==> config.mk <==
export PLATFORM = sky130hd
export DESIGN_NAME = uart_tx_serializer
export DESIGN_NICKNAME = d
export VERILOG_FILES = /design/src/rtl/uart_tx_serializer.sv
export SDC_FILE = /design/constraint.sdc
export NUM_CORES = 1
export LEC_CHECK = 0
export BUFFER_PORTS_ARGS = -buffer_cell sky130_fd_sc_hd__buf_2
export CAP_MARGIN = 20
export CORE_MARGIN = 4
export CORE_UTILIZATION = 55
export CTS_CLUSTER_SIZE = 12
export DETAILED_ROUTE_END_ITERATION = 7
export PLACE_DENSITY = 0.76
export SLEW_MARGIN = 15
export SYNTH_ARGS = -nofsm -noshare
export SYNTH_HDL_FRONTEND = slang
export SYNTH_SLANG_ARGS = --single-unit
==> constraint.sdc <==
create_clock -name clock -period 2 [get_ports clock]
set_clock_uncertainty 0.15 [all_clocks]
set_input_delay 0.2 -clock clock [delete_from_list [all_inputs] [get_ports clock]]
set_output_delay 0.2 -clock clock [all_outputs]
set_load 0.01 [all_outputs]
==> src/rtl/uart_tx_serializer.sv <==
// -----------------------------------------------------------------------------
// uart_tx_serializer
//
// Purpose:
//   Serializes parallel payload bytes onto an idle-high UART TX line. Bit
//   timing comes from the baud generator's baud_clk square wave. baud_clk is in
//   the same clock domain, so it is sampled directly. Each rising edge of
//   baud_clk (one clock wide, bit_tick) marks a bit period boundary.
//   Frame layout: start(0), DATA_BITS payload bits LSB first, an optional
//   parity bit, then one or two stop bits(1).
//
// Parameters:
//   DATA_BITS  payload bits per frame, legal range 5..8 (default 8)
//
// Ports:
//   clock       in   system clock, the only clock
//   reset       in   synchronous, active-high reset
//   baud_clk    in   registered baud square wave (same domain)
//   tx_valid    in   upstream has a frame to send
//   tx_data     in   payload, DATA_BITS wide
//   parity_en   in   1 = append a parity bit
//   parity_odd  in   1 = odd parity, 0 = even parity
//   two_stop    in   1 = two stop bits, 0 = one stop bit
//   tx_ready    out  frame accepted this cycle if tx_valid is high
//   tx          out  registered serial line
//   tx_busy     out  a frame is in flight
//   tx_done     out  one-cycle pulse when the final stop bit completes
// -----------------------------------------------------------------------------
module uart_tx_serializer #(
  parameter int DATA_BITS = 8
) (
  input  logic                 clock,
  input  logic                 reset,
  input  logic                 baud_clk,
  input  logic                 tx_valid,
  input  logic [DATA_BITS-1:0] tx_data,
  input  logic                 parity_en,
  input  logic                 parity_odd,
  input  logic                 two_stop,
  output logic                 tx_ready,
  output logic                 tx,
  output logic                 tx_busy,
  output logic                 tx_done
);

  typedef enum logic [2:0] {
    IDLE   = 3'd0,
    SYNC   = 3'd1,
    START  = 3'd2,
    DATA   = 3'd3,
    PARITY = 3'd4,
    STOP   = 3'd5
  } state_t;

  // Payload is at most 8 bits, so a 3-bit index always suffices.
  localparam int               IDX_W    = 3;
  localparam logic [IDX_W-1:0] LAST_IDX = IDX_W'(DATA_BITS - 1);

  // Control state (reset)
  state_t           state, state_n;
  logic             baud_d;
  logic [IDX_W-1:0] bit_idx, bit_idx_n;
  logic             stop_cnt, stop_cnt_n;
  logic             tx_n;
  logic             tx_busy_n;
  logic             tx_done_n;

  // Frame data latched at accept (not reset; only consulted mid-frame)
  logic [DATA_BITS-1:0] shreg, shreg_n;
  logic                 par_en_q, par_en_n;
  logic                 par_bit_q, par_bit_n;
  logic                 two_stop_q, two_stop_n;

  logic bit_tick;
  logic last_stop;
  logic accept;

  // Even parity makes the total count of ones even: the XOR of the data.
  // Odd parity is its complement.
  function automatic logic parity_of(input logic [DATA_BITS-1:0] d,
                                     input logic                 odd);
    return odd ? ~^d : ^d;
  endfunction

  // Rising-edge detect of the baud square wave; one clock wide.
  assign bit_tick = baud_clk & ~baud_d;

  // With two stop bits the first stop tick only advances stop_cnt.
  assign last_stop = ~(two_stop_q & (stop_cnt == 1'b0));

  // Ready in the final stop-tick cycle so a waiting frame follows with no
  // idle gap between its start bit and the previous stop bit.
  assign tx_ready = (state == IDLE) |
                    ((state == STOP) & last_stop & bit_tick);

  assign accept = tx_valid & tx_ready;

  // ---------------------------------------------------------------------------
  // State register
  // ---------------------------------------------------------------------------
  always_ff @(posedge clock) begin
    if (reset) begin
      state    <= IDLE;
      baud_d   <= 1'b0;
      bit_idx  <= '0;
      stop_cnt <= 1'b0;
      tx       <= 1'b1;
      tx_busy  <= 1'b0;
      tx_done  <= 1'b0;
    end else begin
      state    <= state_n;
      baud_d   <= baud_clk;
      bit_idx  <= bit_idx_n;
      stop_cnt <= stop_cnt_n;
      tx       <= tx_n;
      tx_busy  <= tx_busy_n;
      tx_done  <= tx_done_n;
    end
  end

  always_ff @(posedge clock) begin
    shreg      <= shreg_n;
    par_en_q   <= par_en_n;
    par_bit_q  <= par_bit_n;
    two_stop_q <= two_stop_n;
  end

  // ---------------------------------------------------------------------------
  // Next-state and output logic
  // ---------------------------------------------------------------------------
  always_comb begin
    state_n    = state;
    bit_idx_n  = bit_idx;
    stop_cnt_n = stop_cnt;
    tx_n       = tx;
    tx_busy_n  = tx_busy;
    tx_done_n  = 1'b0;
    shreg_n    = shreg;
    par_en_n   = par_en_q;
    par_bit_n  = par_bit_q;
    two_stop_n = two_stop_q;

    // Accept only happens in IDLE or the last stop tick, so latching here
    // never collides with the DATA-state shift below.
    if (accept) begin
      shreg_n    = tx_data;
      par_en_n   = parity_en;
      par_bit_n  = parity_of(tx_data, parity_odd);
      two_stop_n = two_stop;
    end

    unique case (state)
      IDLE: begin
        tx_n = 1'b1;
        if (accept) begin
          state_n   = SYNC;
          tx_busy_n = 1'b1;
        end
      end

      // Waiting for a tick gives the start bit a full bit period.
      SYNC: begin
        if (bit_tick) begin
          tx_n    = 1'b0;
          state_n = START;
        end
      end

      START: begin
        if (bit_tick) begin
          tx_n      = shreg[0];
          bit_idx_n = '0;
          state_n   = DATA;
        end
      end

      DATA: begin
        if (bit_tick) begin
          if (bit_idx == LAST_IDX) begin
            if (par_en_q) begin
              tx_n    = par_bit_q;
              state_n = PARITY;
            end else begin
              tx_n       = 1'b1;
              stop_cnt_n = 1'b0;
              state_n    = STOP;
            end
          end else begin
            // shreg[0] is on the line; shreg[1] becomes the next bit.
            shreg_n   = shreg >> 1;
            bit_idx_n = bit_idx + 1'b1;
            tx_n      = shreg[1];
          end
        end
      end

      PARITY: begin
        if (bit_tick) begin
          tx_n       = 1'b1;
          stop_cnt_n = 1'b0;
          state_n    = STOP;
        end
      end

      STOP: begin
        if (bit_tick) begin
          if (!last_stop) begin
            stop_cnt_n = 1'b1;
          end else begin
            tx_done_n = 1'b1;
            if (accept) begin
              tx_n    = 1'b0;
              state_n = START;
            end else begin
              state_n   = IDLE;
              tx_busy_n = 1'b0;
            end
          end
        end
      end

      default: begin
        state_n   = IDLE;
        tx_n      = 1'b1;
        tx_busy_n = 1'b0;
      end
    endcase
  end

endmodule

==> metrics.txt <==
status finished, final reports clean; dominant cells by area after synthesis dfxtp_1 31%, mux2i_1 8.3%, edfxtp_1 7.4%; fin nets 180; peak supply drop around 700 uV; most frequent cell after synthesis nor2_1; Data required, critical path a little over 2000 ps; Die Y about 55 microns; initial core utilization 59.96%; largest net degree at the start of global routing 15; Initial DRC Count 25; Cell Int Power between 1 and 1.5 mW; wire per inst around 14 microns; Final period util 92.17%; setup violators final 0; Mapped Area 0.001212 sq mm; Min-Delay Path Depth 2; kind of critical path register to register; # rows 16; asr flop ratio synth 0%; CTS tree yes; Post-CTS Setup Repair Bufs 0; crit-path max cell delay roughly 550 ps; Sum Neg Setup Slack 0 ps; area grow syn2layout 16.92%; max_slew headroom around 71%; sequential fraction of the synthesis area 38.80%; Clock Power Share between 10% and 20%; Synth area leader dfxtp_1; input/output buffers 18; WP buf/inv 0; RSZ-0062 raised after global routing false; Tmin final between 1500 and 2000 ps; Mean Syn Cell Area about 8.7 sq um; Core Util, Final a little over two thirds; most common library cells after synthesis 20 x nor2_1, 19 x dfxtp_1, 13 x nand2_1; number of synthesized flops with an enable pin 3; vias in the first global route ~1,100; final WL between 2 and 3 mm; Syn. warnings 0; fmax roughly 540 MHz; ant diodes 0; htree depth 1; critical path launch point state[1]; Logic pwr share around two fifths; CTS sink cnt 22; CP Max Fanout 9; via count of the routed design about 1,100; Worst path slowest cell dfxtp_1; maximum root-to-sink buffer count 2; die area slightly above 0.003 sq mm; R2R setup slack around 160 ps; I/O pins 19; Synth cell types 38; launching point of the worst reg2reg path state[1]; CTS root buf clkbuf_4; Cells after Synth 140; Pleak 0.5738 nW; core area a little over 0.002 sq mm; DP HPWL between 1.5 and 2 mm; CTS buffer count 3; hold_ws 1.178 ps; pwr/cell area about 1200 mW/mm^2; pre-CTS setup slack approximately 150 ps; RR Endpoint stop_cnt; CP Capture Type register; drt pass-1 iters 4; Reg power frac 40.8%; DR DRC count 0; top-area cell type share of the netlist area between 30% and 40%; initial antenna violation count 0; Die Width about 55 microns; Vias/cell between 5 and 6; Syn Nets between 150 and 200; Data arrival, critical path ~1900 ps; Reg2Reg Depth 5; ys flop type dfxtp_1; crit path cell chain nand3b_1, or3_1, a221oi_2, mux2i_1, nor2_1; Crit path max-delay family simple AND/OR/NAND/NOR gates; Yosys reg bits 22; Placer Congestion 0.9304; Psw between 0.6 and 0.7 mW; worst setup margin roughly 160 ps; Max Cap Viol 0; Hold Path Sink baud_d; Clock Pin Slew Worst Setup and Hold Paths approximately 140 ps; ANT nets after route 0; Worst Tran Pin Value 431.4 ps; first-pass GRT wire length 4.554 mm; Startpoint Class register; HP Start baud_clk; share of layout cells above drive strength 1 a little over a fifth; pins over their slew limit 0; Hold Path Class primary input to register; Sw Share 34.52%; gr usage total between 20% and 30%; Final Hold Vio Count 0; worst skew pair latency about 320 ps; GRT Residual Overflow 0
-- area by class of cell --
class	count	area, sq um
Clock buffer	3	22.52
Clock inverter	1	30.03
Fill cell	170	604.3
Inverter	4	15.01
Multi-Input combinational cell	107	684.4
Sequential cell	22	471.7
Tap cell	27	33.78
Timing Repair Buffer	25	160.2
-- how the worst max path moves through the flow --
| stage | to | slack [ps] | depth (start not counted) |
|---|---|---|---|
| 3_3_place_gp | state[0] | 220 | 7 |
| 3_5_place_dp | state[0] | 150 | 7 |
| 6_report | stop_cnt | 160 | 5 |
| 4_1_cts | shreg[3] | 110 | 6 |
| 2_1_floorplan | state[0] | 270 | 7 |
| 5_1_grt | stop_cnt | 40 | 5 |
-- worst register-to-register path: stages, from the launching register on --
cell,delay (ps)
dfxtp_1,550
nand3b_1,190
or3_1,350
a221oi_2,240
mux2i_1,220
nor2_1,50
-- stage by stage --
| stage | std cells | total power, mW | instance area (sq um) |
|---|---|---|---|
| 2_1_floorplan | 140 | 1.196 | 1212 |
| 6_report | 189 | 1.742 | 1418 |
| 5_1_grt | 189 | 1.860 | 1418 |
| 4_1_cts | 189 | 1.745 | 1414 |
| 3_3_place_gp | 183 | 1.361 | 1341 |
| 3_5_place_dp | 183 | 1.393 | 1341 |
-- power groups by stage --
| stage | Sequential, mW | Clock (mW) | Combinational [mW] |
|---|---|---|---|
| floorplan | 0.682 | 0 | 0.513 |
| global placement | 0.709 | 0 | 0.652 |
| detailed placement | 0.719 | 0 | 0.674 |
| CTS | 0.710 | 0.351 | 0.684 |
| global route | 0.732 | 0.369 | 0.759 |
| finish | 0.711 | 0.346 | 0.685 |
-- registers in the layout, indices dropped and copies added (netlist names) --
name and cells:
shreg 8, bit_idx 3, state 3, baud_d 1, par_bit_q 1, par_en_q 1
stop_cnt 1, two_stop_q 1, tx 1, tx_busy 1, tx_done 1
-- per-layer routing --
layer  GRT usage, %  wire (microns)
met1          24.17            1132
met2          36.22            1310
met3          3.217             166
met4          10.93              88
met5              0               0
-- logic make-up after synthesis --
logic type,Yosys count,synth area share (%)
AND/OR/NAND/NOR,54,22.40
AO/OA/AOI/OAI,33,17.75
flip-flops,22,38.80
buffers and inverters,11,4.954
multiplexers,10,8.256
XOR/XNOR,8,5.779
adder cells (fa/ha/maj),2,2.064
-- timing repair --
action	CTS	global route
hold endpoints to repair	2	0
endpoints found under the setup margin	0	5
hold buffers	2	0
gates resized for setup	0	2
-- cell usage in the layout (no fill, tap or decap), types with 2 or more instances in the layout --
| master | instances |
|---|---|
| a21oi_1 | 10 |
| a31oi_1 | 5 |
| buf_2 | 18 |
| buf_4 | 4 |
| clkbuf_4 | 3 |
| dfxtp_1 | 18 |
| dlygate4sd3_1 | 2 |
| edfxtp_1 | 3 |
| inv_1 | 2 |
| inv_2 | 2 |
| mux2i_1 | 10 |
| nand2_1 | 13 |
| nand3b_1 | 2 |
| nor2_1 | 20 |
| nor2b_1 | 7 |
| nor3_1 | 2 |
| nor3_2 | 2 |
| o21ai_0 | 4 |
| o21ai_1 | 3 |
| o31a_1 | 2 |
| or3_1 | 2 |
| xnor2_1 | 6 |
| xor2_1 | 2 |
Note: power is estimated with default switching activity, not from simulation.
